## src/rtl/sound_resampler.sv

```systemverilog
// sound_resampler: box-filter decimator for the SoundDriver stage.
// Integrates two 16-bit unsigned levels over a 768-cycle frame, scales each
// integral to a 16-bit average with one shared multiplier, converts to two's
// complement and emits a left word then a right word once per frame.
module sound_resampler #(
    parameter int unsigned PERIOD = 768,
    parameter logic [15:0] SCALE  = 16'd21845
) (
    input  logic        CLK,
    input  logic        RST_N,
    input  logic [15:0] in_l,
    input  logic [15:0] in_r,
    input  logic        mute,
    output logic [15:0] write_data,
    output logic        write_left,
    output logic        write_right,
    output logic        frame
);

    typedef enum logic [2:0] {
        ST_ACC,
        ST_ML,
        ST_WL,
        ST_MR,
        ST_WR
    } state_t;

    localparam logic [9:0] LP_LAST = 10'(PERIOD - 1);
    localparam logic [9:0] LP_PRE  = 10'(PERIOD - 2);

    state_t      r_state;
    state_t      w_state_nxt;
    logic [9:0]  r_cnt;
    logic [25:0] r_acc_l;
    logic [25:0] r_acc_r;
    logic [25:0] r_hold_l;
    logic [25:0] r_hold_r;
    logic [15:0] r_write_data;
    logic        r_write_left;
    logic        r_write_right;
    logic        r_frame;

    logic        w_wrap;
    logic [25:0] w_sum_l;
    logic [25:0] w_sum_r;
    logic [17:0] w_mul_a;
    logic [33:0] w_product;
    logic [15:0] w_avg;
    logic [15:0] w_word;
    logic        w_unused_bits;

    // Wrap decode and running sums that include the current sample.
    assign w_wrap  = (r_cnt == LP_LAST);
    assign w_sum_l = r_acc_l + 26'(in_l);
    assign w_sum_r = r_acc_r + 26'(in_r);

    // Shared multiplier: right channel only while in MR, left otherwise.
    assign w_mul_a   = (r_state == ST_MR) ? r_hold_r[25:8] : r_hold_l[25:8];
    assign w_product = 34'(w_mul_a) * 34'(SCALE);
    assign w_avg     = w_product[31:16];
    assign w_word    = mute ? 16'h0000 : (w_avg ^ 16'h8000);

    // Bits dropped by the >>8 and >>16 truncations; the product never
    // reaches bits 33:32 because the average is at most 65534.
    assign w_unused_bits = &{1'b0, w_product[33:32], w_product[15:0],
                             r_hold_l[7:0], r_hold_r[7:0]};

    // Frame counter, integrators and wrap-cycle capture into the hold registers.
    always_ff @(posedge CLK or negedge RST_N) begin
        if (!RST_N) begin
            r_cnt    <= '0;
            r_acc_l  <= '0;
            r_acc_r  <= '0;
            r_hold_l <= '0;
            r_hold_r <= '0;
            r_frame  <= 1'b0;
        end else begin
            // NOTE: non-blocking assignments so every register here samples
            // the pre-edge values; blocking would chain acc into hold.
            r_frame <= (r_cnt == LP_PRE);
            if (w_wrap) begin
                r_cnt    <= '0;
                r_hold_l <= w_sum_l;
                r_hold_r <= w_sum_r;
                r_acc_l  <= '0;
                r_acc_r  <= '0;
            end else begin
                r_cnt   <= r_cnt + 10'd1;
                r_acc_l <= w_sum_l;
                r_acc_r <= w_sum_r;
            end
        end
    end

    // FSM state register.
    always_ff @(posedge CLK or negedge RST_N) begin
        if (!RST_N) begin
            r_state <= ST_ACC;
        end else begin
            r_state <= w_state_nxt;
        end
    end

    // FSM next state: one pass ACC -> ML -> WL -> MR -> WR per frame wrap.
    always_comb begin
        // NOTE: default assigned first so no path through the case leaves
        // the signal unassigned, which would infer a latch.
        w_state_nxt = r_state;
        case (r_state)
            ST_ACC:  if (w_wrap) w_state_nxt = ST_ML;
            ST_ML:   w_state_nxt = ST_WL;
            ST_WL:   w_state_nxt = ST_MR;
            ST_MR:   w_state_nxt = ST_WR;
            ST_WR:   w_state_nxt = ST_ACC;
            default: w_state_nxt = ST_ACC;
        endcase
    end

    // Output register: the word is captured at the end of ML/MR so the
    // strobe and data are visible together during WL/WR.
    always_ff @(posedge CLK or negedge RST_N) begin
        if (!RST_N) begin
            r_write_data  <= '0;
            r_write_left  <= 1'b0;
            r_write_right <= 1'b0;
        end else begin
            r_write_left  <= (r_state == ST_ML);
            r_write_right <= (r_state == ST_MR);
            if ((r_state == ST_ML) || (r_state == ST_MR)) begin
                r_write_data <= w_word;
            end
        end
    end

    assign write_data  = r_write_data;
    assign write_left  = r_write_left;
    assign write_right = r_write_right;
    assign frame       = r_frame;

endmodule

```

## config.mk

```make
export PLATFORM = sky130hd
export DESIGN_NAME = sound_resampler
export DESIGN_NICKNAME = d
export VERILOG_FILES = /design/src/rtl/sound_resampler.sv
export SDC_FILE = /design/constraint.sdc
export NUM_CORES = 1
export LEC_CHECK = 0
export BUFFER_PORTS_ARGS = -buffer_cell sky130_fd_sc_hd__buf_2
export CAP_MARGIN = 30
export CORE_ASPECT_RATIO = 1.5
export CORE_MARGIN = 1
export CORE_UTILIZATION = 45
export DETAILED_ROUTE_END_ITERATION = 7
export GPL_TIMING_DRIVEN = 0
export PLACE_DENSITY_LB_ADDON = 0.12
export SYNTH_ARGS = -nofsm -noshare
export SYNTH_HDL_FRONTEND = slang
export SYNTH_SLANG_ARGS = --single-unit
```

## constraint.sdc

```tcl
create_clock -name CLK -period 16.4 [get_ports CLK]
set_input_delay 2.46 -clock CLK [delete_from_list [all_inputs] [get_ports CLK]]
set_output_delay 2.46 -clock CLK [all_outputs]
set_load 0.02 [all_outputs]
```

==> impl_results.md <==
- Max VDD drop: ~0.083 mV
- Post-synthesis sequential area ratio: approximately 30%
- Skew-Pair Late Insertion Delay: 0.42 ns
- Status: finished with violations
- Clock power share: approximately a third
- Critical Path Fanout Max: 10
- Setup crit end kind: register
- Cts hold-fix bufs: 0
- CP Class: reg -> reg
- Crit-path most repeated cell: fa_1
- Max Clock Freq: 133 MHz
- # setup viols final: 0
- Synth Net Count: around 1,400
- Post-synth top flop: dfrtp_1
- HPWL Detailed: around 19,000 um
- Final wirelength: approximately 23,000 um
- Number of synthesized flops with an enable pin: 0
- Mapped cell area: 10,300 um^2
- Worst-path cell with the longest stage delay: a311oi_1
- Via density per instance: 5.15
- Die area: about 24,000 um^2
- Type of origin of the critical path: register
- Root Driver: clkbuf_16
- Number of port buffers: 53
- FF+latch count, synth: between 100 and 150
- Proportion of layout cells with a drive suffix above 1: 8.65%
- Top-count cell post-synth: inv_1
- Worst reg2reg setup slack: ~9 ns
- CTS clk-pin slew, worst paths: about 0.060 ns
- Site Rows: 67
- Die H: approximately 190 um
- Fin crit period: 7.51 ns
- TritonCTS clock tree: done
- ANT cells: 0
- Antenna violations before repair: 0
- Clk sinks: 120
- Synth top area share: just under 30%
- Final Max Tran Viols: 0
- Biggest area consumer among synthesized cells: dfrtp_1
- Maximum capacitance violations: 0
- Net Sw Frac: 34.6%
- GR Overflow Total: 0
- PwrDens: roughly 100 nW/um^2
- Post-route DRC: 4
- Via Count: 7,432
- Die Wd: ~130 um
- PostCTS Resize Cnt: 0
- Pin count of the biggest net entering global routing: 92
- NetSw: 410 uW
- Vias in the first global route: a little under 8,000
- DRT Pass-1 Iters: 6
- P_int: ~770 uW
- Final period utilization: 45.8%
- Failing checks: design-rule violations
- Comb pwr share: a little over a third
- Synth top cells by count: inv_1 (166), ha_1 (155), nand2_1 (129)
- Max clock buf depth: 2
- Core Box Area: ~22,000 um^2
- Fin nets: ~1,400
- Skew final: around 0.0057 ns
- Post-Syn Area per Cell: around 9.5 um^2
- Worst Path Required: around 17 ns
- Drt wl/cell: 15.8 um
- First DRT Iteration DRCs: between 200 and 250
- TNS Setup: 0 ns
- Wire length of the first global-routing pass: 38,100 um
- Post-CTS setup buffers: 0
- Leakage: roughly 6 nW
- Least-Margin Pin Slew: roughly 0.66 ns
- RSZ-0062 raised after global routing: no
- Initial Util: a little under half
- Syn. warnings: 0
- Async SR Flop Fraction: between 90% and 100%
- Synth unique cells: 51
- Flop pwr share: 32.5%
- Final hold slack: 0.469 ns
- Arr. time, crit path: just under 8 ns
- Ranking of synthesized cells by area: dfrtp_1 (29%), ha_1 (19%), fa_1 (16%), inv_1 (6.0%), nand2_1 (4.7%)
- Rel. slew slack: approximately 55%
- Worst Hold Class: reg -> reg
- Mapped Cells: 1,081
- I/O Pins: 54
- Fin. Hold Viols: 0
- CTS Buf Count: 17
- Area Overhead vs Synth: 12.1%
- Routability cong.: 0.844
- Final ANT Viol Nets: 0
- Total track usage: 20.9%
- Max incr delay on CP: approximately 0.57 ns
- Total number of H-tree levels: 4
==> power by group through the flow <==
| stage | clock, mW | sequential [mW] | combinational (mW) |
|---|---|---|---|
| floorplan | 0 | 0.383 | 0.336 |
| global placement | 0 | 0.388 | 0.419 |
| detailed placement | 0 | 0.389 | 0.426 |
| CTS | 0.383 | 0.385 | 0.430 |
| global route | 0.395 | 0.391 | 0.487 |
| finish | 0.374 | 0.384 | 0.424 |
==> worst paths after layout <==
kind / from / end / depth (start not counted)
max reg2reg: r_state[0] / write_data[13] / 25
max in group asynchronous: RST_N / r_acc_l[10] / 2
min reg2reg: write_data[3] / write_data[3] / 2
min: write_data[3] / write_data[3] / 2
min in group asynchronous: RST_N / write_data[13] / 1
max: r_state[0] / write_data[13] / 25
==> critical path: cells and delay by family (launching register included) <==
kind / cells / cell delay, ns
adders and majority gates: 7 / 3.14
AOI/OAI and AO/OA: 6 / 1.44
and+or+nand+nor: 5 / 1.27
buffers and inverters: 6 / 0.96
DFF: 1 / 0.39
xor gates and xnor gates: 1 / 0.17
==> logic make-up (layout without fill, tap and decap cells) <==
kind of cell / count (synthesis) / after routing / synth area share [%]
AOI/OAI and AO/OA: 183 / 183 / 11.3
xor gates and xnor gates: 70 / 70 / 5.95
adders and majority gates: 237 / 237 / 34.7
buffers and inverters: 185 / 271 / 6.74
DFF: 120 / 120 / 29.1
muxes: 3 / 3 / 0.316
and+or+nand+nor: 283 / 283 / 11.9
==> final cells by class <==
type | count | area (um^2)
Buffer | 18 | 67.6
Sequential cell | 120 | 3000
Tap cell | 276 | 345
Multi-Input combinational cell | 776 | 6610
Clock buffer | 21 | 470
Fill cell | 2120 | 10800
Inverter | 167 | 627
Clock inverter | 10 | 120
Timing Repair Buffer | 55 | 310
==> metal layers <==
layer / track usage, % / wire length [um] / up-vias
li1: - / - / 3725
met4: 9.05 / 751 / 0
met1: 22.5 / 9090 / 3556
met3: 3.00 / 440 / 40
met2: 40.0 / 12400 / 111
met5: 0 / 0 / -
==> metrics by stage <==
stage          worst slack, ns  cells  util (%)  instance area (um^2)  total power, mW
4_1_cts                   8.82   1443      51.6                 11600             1.20
6_report                  8.89   1443      51.6                 11600             1.18
2_1_floorplan            10.18   1081         -                 10300            0.718
3_3_place_gp              8.90   1410      48.8                 10900            0.807
5_1_grt                   8.58   1443      51.6                 11600             1.27
3_5_place_dp              8.85   1412      49.0                 11000            0.815
==> cell usage in the layout (no fill, tap or decap), types with 8 or more instances in the layout <==
cell type and n:
nor3_1 9, nor2b_1 8, buf_2 52, o21ai_0 52, fa_1 82, nand3_1 18, clkbuf_1 18, xnor2_1 45
nand2_1 129, nor2_1 79, clkbuf_16 17, a21o_1 11, dfrtp_1 120, a22o_1 12, o21a_1 8, and2_1 9
ha_1 155, nand4_1 11, a21oi_1 50, inv_1 166, xor2_1 25, and3_1 10
==> flip-flops by register name (all words and copies together) (netlist names) <==
register / cells
r_acc_l: 26
r_acc_r: 26
r_hold_l: 18
r_hold_r: 18
write_data: 16
r_cnt: 10
r_state: 3
frame: 1
write_left: 1
write_right: 1
Power figures use the tool's default switching activity.
